**config.mk**
```make
export PLATFORM = sky130hd
export DESIGN_NAME = conv1d_requant_packer_flat
export DESIGN_NICKNAME = d
export VERILOG_FILES = /design/src/rtl/conv1d_pkg.sv /design/src/rtl/conv1d_requant_packer_if.sv /design/src/rtl/conv1d_requant_packer_srdhm.sv /design/src/rtl/conv1d_requant_packer.sv /design/src/flat_wrapper.sv
export SDC_FILE = /design/constraint.sdc
export NUM_CORES = 2
export LEC_CHECK = 0
export CELL_PAD_IN_SITES_DETAIL_PLACEMENT = 1
export CELL_PAD_IN_SITES_GLOBAL_PLACEMENT = 2
export CORE_MARGIN = 2
export CORE_UTILIZATION = 45
export CTS_CLUSTER_DIAMETER = 80
export CTS_CLUSTER_SIZE = 16
export DETAILED_ROUTE_END_ITERATION = 7
export HOLD_SLACK_MARGIN = 0.08
export PLACE_DENSITY_LB_ADDON = 0.15
export SYNTH_ARGS = -nofsm -noshare
export SYNTH_HDL_FRONTEND = slang
export SYNTH_HIERARCHICAL = 1
export SYNTH_SLANG_ARGS = --single-unit
```
**constraint.sdc**
```tcl
create_clock -name clk -period 18.4 [get_ports clk]
set_clock_uncertainty 0.2 [all_clocks]
set_input_delay 3.68 -clock clk [delete_from_list [all_inputs] [get_ports clk]]
set_output_delay 3.68 -clock clk [all_outputs]
set_load 0.005 [all_outputs]
```
**src/rtl/conv1d_pkg.sv**
```systemverilog
// Shared constants for the conv1d requantize/pack stage: config register
// selects, int32/int8 limits and config reset values.
package conv1d_pkg;

    typedef enum logic [2:0] {
        CFG_BIAS       = 3'd0,
        CFG_MULT       = 3'd1,
        CFG_SHIFT      = 3'd2,
        CFG_OUT_OFFSET = 3'd3,
        CFG_ACT_MIN    = 3'd4,
        CFG_ACT_MAX    = 3'd5
    } cfg_sel_e;

    localparam logic signed [31:0] INT32_MIN  = 32'sh8000_0000;
    localparam logic signed [31:0] INT32_MAX  = 32'sh7FFF_FFFF;
    localparam logic signed [7:0]  INT8_MIN   = 8'sh80;
    localparam logic signed [7:0]  INT8_MAX   = 8'sh7F;
    localparam logic signed [31:0] MULT_RESET = 32'sh4000_0000;

endpackage

```
**src/rtl/conv1d_requant_packer_if.sv**
```systemverilog
// Accumulator input, config port and packed-word output of the requant packer.
interface conv1d_requant_packer_if;

    logic        in_valid;
    logic        in_ready;
    logic [31:0] in_acc;
    logic        flush;
    logic        cfg_we;
    logic [2:0]  cfg_sel;
    logic [31:0] cfg_data;
    logic        busy;
    logic        cfg_err;
    logic        out_valid;
    logic        out_ready;
    logic [31:0] out_data;
    logic [2:0]  out_bytes;

    modport master (
        output in_valid, in_acc, flush, cfg_we, cfg_sel, cfg_data, out_ready,
        input  in_ready, busy, cfg_err, out_valid, out_data, out_bytes
    );

    modport slave (
        input  in_valid, in_acc, flush, cfg_we, cfg_sel, cfg_data, out_ready,
        output in_ready, busy, cfg_err, out_valid, out_data, out_bytes
    );

endinterface

```
**src/rtl/conv1d_requant_packer_srdhm.sv**
```systemverilog
// Two-stage saturating rounding doubling high-multiply: stage 2 forms the
// 64-bit product, stage 3 rounds it to the high word.
module requant_srdhm
    import conv1d_pkg::*;
(
    input  logic               clk,
    input  logic               reset,
    input  logic               en,
    input  logic               x_valid,
    input  logic signed [31:0] x,
    input  logic signed [31:0] mult,
    output logic               p_valid,
    output logic               y_valid,
    output logic signed [31:0] y
);

    logic signed [63:0] p;
    logic               sat;
    logic signed [63:0] prod;
    logic signed [63:0] nudged;
    logic signed [63:0] biased;

    always_comb begin
        prod   = 64'(x) * 64'(mult);
        nudged = p + ((p >= 0) ? 64'sd1073741824 : -64'sd1073741823);
        // bias negative values so the arithmetic shift truncates toward zero
        biased = nudged + ((nudged < 0) ? 64'sd2147483647 : 64'sd0);
    end

    always_ff @(posedge clk) begin
        if (reset) begin
            p_valid <= 1'b0;
            y_valid <= 1'b0;
            p       <= '0;
            sat     <= 1'b0;
            y       <= '0;
        end else if (en) begin
            p_valid <= x_valid;
            y_valid <= p_valid;
            p       <= prod;
            sat     <= (x == INT32_MIN) && (mult == INT32_MIN);
            y       <= sat ? INT32_MAX : 32'(biased >>> 31);
        end
    end

endmodule

```
**src/rtl/conv1d_requant_packer.sv**
```systemverilog
// Requantizes int32 conv1d accumulators to int8 (TFLite scheme) and packs
// four results per 32-bit word onto a valid/ready output.
module conv1d_requant_packer
    import conv1d_pkg::*;
#(
    parameter int unsigned PIPE_STAGES = 4,
    parameter int unsigned MAX_SHIFT   = 31
) (
    input  logic                     clk,
    input  logic                     reset,
    conv1d_requant_packer_if.slave   bus
);

    if (PIPE_STAGES != 4) begin : g_bad_pipe
        $error("conv1d_requant_packer: PIPE_STAGES must be 4");
    end

    logic signed [31:0] bias, mult, out_offset;
    logic        [4:0]  shift;
    logic signed [7:0]  act_min, act_max;

    logic               v1, v2, v3, v4;
    logic signed [31:0] x1, y3;
    logic        [7:0]  z4;

    logic [2:0][7:0]    pack_buf;
    logic [1:0]         pack_cnt;
    logic               flush_pend;
    logic               out_valid_q;
    logic [31:0]        out_data_q;
    logic [2:0]         out_bytes_q;
    logic               cfg_err_q;

    logic               stall, adv, emit, busy;
    logic [31:0]        mask, rem, thr;
    logic               round_up;
    logic signed [32:0] r_ext, z_ext, lo, hi, clamped;

    requant_srdhm u_srdhm (
        .clk     (clk),
        .reset   (reset),
        .en      (adv),
        .x_valid (v1),
        .x       (x1),
        .mult    (mult),
        .p_valid (v2),
        .y_valid (v3),
        .y       (y3)
    );

    // Only a completing word needs the output register while S4 holds data.
    assign stall = v4 && (pack_cnt == 2'd3) && out_valid_q && !bus.out_ready;
    assign adv   = !stall;
    assign emit  = flush_pend && !v1 && !v2 && !v3 && !v4 &&
                   (!out_valid_q || bus.out_ready);
    assign busy  = v1 || v2 || v3 || v4 || (pack_cnt != 2'd0) ||
                   out_valid_q || flush_pend;

    always_comb begin
        mask     = (32'd1 << shift) - 32'd1;
        rem      = y3 & mask;
        thr      = (mask >> 1) + {31'd0, y3[31]};
        round_up = rem > thr;
        r_ext    = 33'(y3 >>> shift) + {32'd0, round_up};
        z_ext    = r_ext + 33'(out_offset);
        lo       = 33'(act_min);
        hi       = 33'(act_max);
        if (z_ext < lo) begin
            clamped = lo;
        end else if (z_ext > hi) begin
            clamped = hi;
        end else begin
            clamped = z_ext;
        end
    end

    always_ff @(posedge clk) begin
        if (reset) begin
            bias        <= '0;
            mult        <= MULT_RESET;
            shift       <= '0;
            out_offset  <= '0;
            act_min     <= INT8_MIN;
            act_max     <= INT8_MAX;
            cfg_err_q   <= 1'b0;
            v1          <= 1'b0;
            v4          <= 1'b0;
            x1          <= '0;
            z4          <= '0;
            pack_buf    <= '0;
            pack_cnt    <= '0;
            flush_pend  <= 1'b0;
            out_valid_q <= 1'b0;
            out_data_q  <= '0;
            out_bytes_q <= '0;
        end else begin
            if (bus.cfg_we) begin
                if (busy) begin
                    cfg_err_q <= 1'b1;
                end else begin
                    case (bus.cfg_sel)
                        CFG_BIAS:       bias       <= bus.cfg_data;
                        CFG_MULT:       mult       <= bus.cfg_data;
                        CFG_SHIFT:      shift      <= (bus.cfg_data > MAX_SHIFT) ?
                                                      5'(MAX_SHIFT) : bus.cfg_data[4:0];
                        CFG_OUT_OFFSET: out_offset <= bus.cfg_data;
                        CFG_ACT_MIN:    act_min    <= bus.cfg_data[7:0];
                        CFG_ACT_MAX:    act_max    <= bus.cfg_data[7:0];
                        default:        ;
                    endcase
                end
            end

            if (adv) begin
                v1 <= bus.in_valid;
                x1 <= bus.in_acc + bias;
                v4 <= v3;
                z4 <= 8'(clamped);
            end

            if (out_valid_q && bus.out_ready) begin
                out_valid_q <= 1'b0;
            end

            // Completed or flushed words overwrite the drain above in the same cycle.
            if (adv && v4) begin
                if (pack_cnt == 2'd3) begin
                    out_data_q  <= {z4, pack_buf};
                    out_bytes_q <= 3'd4;
                    out_valid_q <= 1'b1;
                    pack_buf    <= '0;
                    pack_cnt    <= '0;
                end else begin
                    case (pack_cnt)
                        2'd0:    pack_buf[0] <= z4;
                        2'd1:    pack_buf[1] <= z4;
                        default: pack_buf[2] <= z4;
                    endcase
                    pack_cnt <= pack_cnt + 2'd1;
                end
            end else if (emit && (pack_cnt != 2'd0)) begin
                out_data_q  <= {8'h00, pack_buf};
                out_bytes_q <= {1'b0, pack_cnt};
                out_valid_q <= 1'b1;
                pack_buf    <= '0;
                pack_cnt    <= '0;
            end

            flush_pend <= bus.flush || (flush_pend && !emit);
        end
    end

    assign bus.in_ready  = !stall;
    assign bus.busy      = busy;
    assign bus.cfg_err   = cfg_err_q;
    assign bus.out_valid = out_valid_q;
    assign bus.out_data  = out_data_q;
    assign bus.out_bytes = out_bytes_q;

endmodule

```
**src/flat_wrapper.sv**
```systemverilog
// flat-port wrapper written by rule: the top's interface ports become plain ports
module conv1d_requant_packer_flat import conv1d_pkg::*;
#(
    parameter int unsigned PIPE_STAGES = 4,
    parameter int unsigned MAX_SHIFT   = 31
)
  (clk, reset, bus_in_valid, bus_in_acc, bus_flush, bus_cfg_we, bus_cfg_sel, bus_cfg_data, bus_out_ready, bus_in_ready, bus_busy, bus_cfg_err, bus_out_valid, bus_out_data, bus_out_bytes);
  conv1d_requant_packer_if bus_i ();
  input  logic clk;
  input  logic reset;
  input wire logic [$bits(bus_i.in_valid)-1:0] bus_in_valid;
  input wire logic [$bits(bus_i.in_acc)-1:0] bus_in_acc;
  input wire logic [$bits(bus_i.flush)-1:0] bus_flush;
  input wire logic [$bits(bus_i.cfg_we)-1:0] bus_cfg_we;
  input wire logic [$bits(bus_i.cfg_sel)-1:0] bus_cfg_sel;
  input wire logic [$bits(bus_i.cfg_data)-1:0] bus_cfg_data;
  input wire logic [$bits(bus_i.out_ready)-1:0] bus_out_ready;
  output wire logic [$bits(bus_i.in_ready)-1:0] bus_in_ready;
  output wire logic [$bits(bus_i.busy)-1:0] bus_busy;
  output wire logic [$bits(bus_i.cfg_err)-1:0] bus_cfg_err;
  output wire logic [$bits(bus_i.out_valid)-1:0] bus_out_valid;
  output wire logic [$bits(bus_i.out_data)-1:0] bus_out_data;
  output wire logic [$bits(bus_i.out_bytes)-1:0] bus_out_bytes;
  assign bus_i.in_valid = bus_in_valid;
  assign bus_i.in_acc = bus_in_acc;
  assign bus_i.flush = bus_flush;
  assign bus_i.cfg_we = bus_cfg_we;
  assign bus_i.cfg_sel = bus_cfg_sel;
  assign bus_i.cfg_data = bus_cfg_data;
  assign bus_i.out_ready = bus_out_ready;
  assign bus_in_ready = bus_i.in_ready;
  assign bus_busy = bus_i.busy;
  assign bus_cfg_err = bus_i.cfg_err;
  assign bus_out_valid = bus_i.out_valid;
  assign bus_out_data = bus_i.out_data;
  assign bus_out_bytes = bus_i.out_bytes;
  conv1d_requant_packer #(.PIPE_STAGES(PIPE_STAGES), .MAX_SHIFT(MAX_SHIFT)) u_core (.clk(clk), .reset(reset), .bus(bus_i));
endmodule
```
-- Word-level counts from Yosys, hierarchy flattened
Cells that the tools add are included.
W data, S select, Z words.
- flip-flop bits (word level): 322
- input port bits: 73
- output and inout bits: 39
- logic and storage cells: 126
- add/sub/neg operators: 8
- multiply operators: 1
- order comparisons: 6
- equality and inequality tests: 13
- shift operators: 2
- mux-type cells: 25
- bitwise operators: 2
- reduce and logical (&&, ||, !) cells: 45
- operators by type and width (kind ; number):
    $mux W32 ; 4
    $mux W24 ; 3
    $add A64 B64 Y64 ; 1
    $eq A32 B32 Y1 const B ; 2
    $ge A64 B1 Y1 const B ; 1
    $lt A64 B1 Y1 const B ; 1
    $mul A32 B32 Y64 ; 1
    $mux W64 ; 1
    $add A63 B32 Y63 ; 1
    $mux W8 ; 5
    $add A33 B1 Y33 ; 1
    $add A33 B32 Y33 ; 1
    $gt A33 B8 Y1 ; 1
    $lt A33 B8 Y1 ; 1
    $sshr A32 B5 Y33 ; 1
    $add A31 B1 Y32 ; 1
    $add A32 B32 Y32 ; 1
    $and A32 B32 Y32 ; 1
    $gt A32 B32 Y1 ; 1
    $gt A32 B5 Y1 const B ; 1
    $shl A1 B5 Y32 const A ; 1
    $sub A32 B1 Y32 const B ; 1
    $mux W31 ; 1
    $reduce_and A3 Y1 ; 6
    21 further kinds ; 63

-- Depth between registers and ports, before layout
- word-level depth: 9
- mapped depth: 50
- mapped depth without buffers: 46

-- By module
The synthesis kept the hierarchy.
- modules (own cells, without submodules) (module ; instances ; cells an instance ; area an instance (sq um) ; seq. area each (sq um)):
    requant_srdhm ; 1 ; 4768 ; 43412.9 ; 1981.9
    conv1d_requant_packer ; 1 ; 2147 ; 16256.8 ; 4464.3

-- Worst setup path before layout
OpenSTA, ideal clock, no wires.
- path type: register to register
- from: reg u_core.shift[1]
- to: reg u_core.z4[2]
- setup time: 116 ps
- arrival time: 8742 ps
- data required time: 18084 ps
- setup slack: 9341 ps
- cell stages (with the launch flop): 49
- path buffers: 9
- clock period less this slack: 9059 ps
- cells stage by stage: dfxtp_1 clkbuf_1 buf_2 clkbuf_1 buf_1 nor2_1 nand2_1 ha_1 clkbuf_1 clkbuf_1 buf_1 xnor2_1 ha_1 and2_1 clkbuf_1 nand3_1 o21ai_0 nand2_1 (+13 left out) nor2b_1 o21ai_1 a2111oi_2 o31a_1 and4_1 o21ai_2 and2_4 xnor2_1 ha_1 a21o_1 a21oi_1 o211ai_1 or2_2 o31a_1 buf_4 mux2i_1 a21oi_1 a31o_2
- cells in the longest elaborated chain, start to end: 9
- elaborated cells between the ends (all ways): 12
- classes of those cells: add/sub: 4; order compare: 3; shift: 2; mux: 2; bitwise: 1
- ends and longest elaborated chain (item ; RTL line ; text):
    start, declared ; conv1d_requant_packer.sv:19 ; logic [4:0] shift;
    start signal, assigned ; conv1d_requant_packer.sv:104 ; CFG_SHIFT: shift <= (bus.cfg_data > MAX_SHIFT) ?
    $shl A1 B5 Y32 ; conv1d_requant_packer.sv:60 ; mask = (32'd1 << shift) - 32'd1;
    $sub A32 B1 Y32 ; conv1d_requant_packer.sv:60 ;
    $add A31 B1 Y32 / $and A32 B32 Y32 (equally long branches) ; conv1d_requant_packer.sv:62, conv1d_requant_packer.sv:61 ;
    $gt A32 B32 Y1 ; conv1d_requant_packer.sv:63 ; round_up = rem > thr;
    $add A33 B1 Y33 * ; conv1d_requant_packer.sv:64 ; r_ext = 33'(y3 >>> shift) + {32'd0, round_up};
    $add A33 B32 Y33 * ; conv1d_requant_packer.sv:65 ; z_ext = r_ext + 33'(out_offset);
    $gt A33 B8 Y1 ; conv1d_requant_packer.sv:70 ; end else if (z_ext > hi) begin
    $mux W8 ; conv1d_requant_packer.sv:70 ;
    $mux W8 * ; conv1d_requant_packer.sv:68 ; if (z_ext < lo) begin
    end signal, assigned ; conv1d_requant_packer.sv:118 ; z4 <= 8'(clamped);
    end, declared ; conv1d_requant_packer.sv:24 ; logic [7:0] z4;
Mark *: on every way between the ends. The rest lies on a longest branch, timed or not.
A chain may end at the register's enable or synchronous reset.

-- Worst setup path after layout
- from: reg u_core.shift[3]
- to: reg u_core.z4[7]
The elaborated chain is that of the path after synthesis.

==> run metrics <==
status complete, no violations; largest net degree at the start of global routing 173; CTS max path bufs 3; leakage power 0.03029 uW; Design Area, Final 63270 sq um; post-synthesis simple-gate area fraction 19.08%; Post-route DRC 0; slowest stage delay, CP 0.82 ns; Compound-Gate Fraction of Synth Area 10.75%; Routed Antenna Nets 0; Wirelength per Cell 24.51 um; Setup-failing EPs final 0; Synth area leaders fa_1 (36%), dfxtp_1 (11%), ha_1 (8.7%); Synth-to-Final Area Change 6.041%; setup slack, reg-to-reg 6.72 ns; worst min-delay path class reg -> reg; flops & latches, synth 322; PwrDens 39.59 nW/um^2; CTS resizes 0; vias 48708; Core Area 131500 sq um; final worst path period need 11.68 ns; Die W 368.1 um; Storage cell area 6455 sq um; Post-synth EDFFs 0; H-tree depth 1; I/O Pins 112; clock-pin slew on the worst setup and hold paths 0.09 ns; Layout Nets 8372; Main synth FF type dfxtp_1; Distinct cells, synth 116; Setup Fix Bufs, Post-CTS 0; Layout fillers 15504; RSZ-0062 raised after global routing no; Multi-input gate area 47860 sq um; Yosys top cell area share 36.40%; largest family of logic cells by synthesized area adder cells; share of synthesized registers carrying an async set or reset 0%; height of the die 368.1 um; Yosys warnings 6; vias in the first global route 54065; Setup Crit Path Kind reg -> reg; VDD IR-drop max 0.07195 mV; Slew Viols, Final 0; # hold bufs at CTS 0; FMAX 85.63 MHz; # clock sinks 322; grt ovf 0; share of layout cells above drive strength 1 3.509%; Num CTS Buffers 27; row count 133; final hold violations 0; cell at the slowest stage of the critical path o21ai_1; initial core utilization 45.39%; Max FO, Critical Path 48; Cell Area, Placed 62400 sq um; HPWL after DPL 161.1 mm; Post-Synth Adder-Cell Area 45.06%; die area 135500 sq um; worst setup margin 6.721 ns; fin crit share 63.47%; multiplexer area fraction after synthesis 2.294%; Setup TNS 0 ns; Place WS 6.693 ns; Worst-Skew Late Latency 0.62 ns; 1st-iter DRT viols 2985; worst endpoint required time 18.74 ns; CP endpoint kind register; GRT Util Overall 31.26%; max-cap viol count 0; via/cell ratio 5.682; Reg-to-Reg Start u_core/shift[3]$_SDFFE_PP0P_; syn avg cell area 8.629 sq um; Slew @ Worst Pin 1.107 ns; Slew HR 25.99%; Arr. time, crit path 12.01 ns; port bufs 111; Synthesized Nets 8486; sequential fraction of the synthesis area 10.80%; cells after synthesis 6915; nature of the critical path startpoint register; r2r worst-path depth 44; DRT Pass-1 Iters 7; area leader, netlist fa_1; drt total wl 210.1 mm; Post-Synthesis Cell Area 59670 sq um; Setup crit end u_core/z4[7]$_SDFFE_PP0N_; worst reg2reg path endpoint u_core/z4[7]$_SDFFE_PP0N_; CP Launch Point u_core/shift[3]$_SDFFE_PP0P_; clock root buffer master clkbuf_16; first-pass GRT wire length 325.6 mm; GPL Wtd Cong 0.9134; initial antenna violation count 9; CTS tree done; Synth Area in XOR/XNOR 3.007%
-- per-layer routing --
layer	track usage, %	share of wire (%)	up-vias
met1	40.83	43	25441
met4	10.13	3.7	4
li1	-	-	21615
met2	53.91	49	1263
met3	3.603	4.9	385
met5	0	0.013	-
-- report_power, final --
group / leakage, uW / internal, uW / switching [uW]
Combinational: 0.0272 / 392 / 685
Clock: 0.000422 / 313 / 303
Sequential: 0.00262 / 741 / 72.0
Total: 0.0303 / 1450 / 1060
-- per-stage QoR --
step | util, % | cells | hold slack (ns) | power (uW)
floorplan | - | 6915 | 0.2312 | 1488
global placement | 47.47 | 8527 | 0.2410 | 1868
detailed placement | 47.47 | 8527 | 0.2489 | 1887
CTS | 48.12 | 8566 | 0.2580 | 2508
global route | 48.12 | 8566 | 0.2631 | 2649
finish | 48.13 | 8572 | 0.2512 | 2505
-- logic make-up after synthesis --
group | after synthesis
xor gates and xnor gates | 204
AOI/OAI and AO/OA | 1011
and+or+nand+nor | 2343
DFF | 322
muxes | 117
other | 2
buffers and inverters | 1418
adders and majority gates | 1498
-- layout make-up --
| type | instances | area share, % |
|---|---|---|
| antenna | 6 | 0.02373 |
| timing repair buffer | 214 | 3.006 |
| inverter | 1061 | 6.302 |
| sequential | 322 | 10.20 |
| clock buffer | 28 | 1.074 |
| tap | 1755 | 3.470 |
| clock inverter | 11 | 0.2808 |
| multi-input combinational | 5175 | 75.64 |
-- state kept, by name, summed over array words and instances, names as in the netlist, 2 cells and up --
register,cells
u_core/bus.out_bytes,3
u_core/act_max,8
u_core/pack_buf,24
u_core/x1,32
u_core/act_min,8
u_core/out_offset,32
u_core/shift,5
u_core/z4,8
u_core/bias,32
u_core/u_srdhm/p,64
u_core/u_srdhm/y,32
u_core/mult,32
u_core/bus.out_data,32
u_core/pack_cnt,2
-- worst max-delay path, delay by kind of cell (launching register included) --
| family | cells | cell delay, ns |
|---|---|---|
| DFF | 1 | 0.31 |
| and+or+nand+nor | 13 | 2.65 |
| xor gates and xnor gates | 1 | 0.19 |
| adders and majority gates | 5 | 1.76 |
| buffers and inverters | 3 | 0.86 |
| AOI/OAI and AO/OA | 22 | 5.60 |
-- synth_stat cells (25+ instances only) --
master,number
a21oi_1,396
nor4_1,35
o211ai_1,34
nand4_1,59
ha_1,413
nand2b_1,47
o21a_1,30
xnor2_1,137
and2_1,562
nand3_1,93
inv_1,1059
and3_1,28
buf_2,25
nand2_1,1029
xor2_1,66
a211oi_1,37
o22ai_1,25
o21ai_0,163
clkbuf_1,305
mux2i_1,94
dfxtp_1,322
nor3_1,46
nor2b_1,62
fa_1,1085
nor2_1,289
a21o_1,103
-- worst min-delay path by stage --
stage	start	endpoint	slack [ns]	cells past startpoint
finish	u_core/pack_buf[21]$_SDFFE_PP0P_	u_core/bus.out_data[21]$_SDFFE_PP0P_	0.25	2
global route	u_core/pack_buf[21]$_SDFFE_PP0P_	u_core/bus.out_data[21]$_SDFFE_PP0P_	0.26	2
CTS	u_core/pack_buf[10]$_SDFFE_PP0P_	u_core/bus.out_data[10]$_SDFFE_PP0P_	0.26	2
detailed placement	u_core/bus.out_data[19]$_SDFFE_PP0P_	u_core/bus.out_data[19]$_SDFFE_PP0P_	0.25	2
global placement	u_core/pack_buf[21]$_SDFFE_PP0P_	u_core/bus.out_data[21]$_SDFFE_PP0P_	0.24	2
floorplan	u_core/pack_buf[0]$_SDFFE_PP0P_	u_core/bus.out_data[0]$_SDFFE_PP0P_	0.23	2
-- cells in the final DEF (no fill, tap or decap), drive strengths merged, types with 37 or more instances in the layout --
cell type,netlist,layout
fa,1085,1085
inv,1060,1063
nand2,1029,1029
and2,564,564
ha,413,413
a21oi,400,400
dfxtp,322,322
nor2,290,290
o21ai,175,175
xnor2,138,138
clkdlybuf4s50,0,110
buf,52,104
a21o,103,103
mux2i,94,94
nand3,94,94
xor2,66,66
nor2b,62,62
nand4,61,61
nor3,49,49
nand2b,47,47
a211oi,39,39
nor4,37,37
Note: power is estimated with default switching activity, not from simulation.
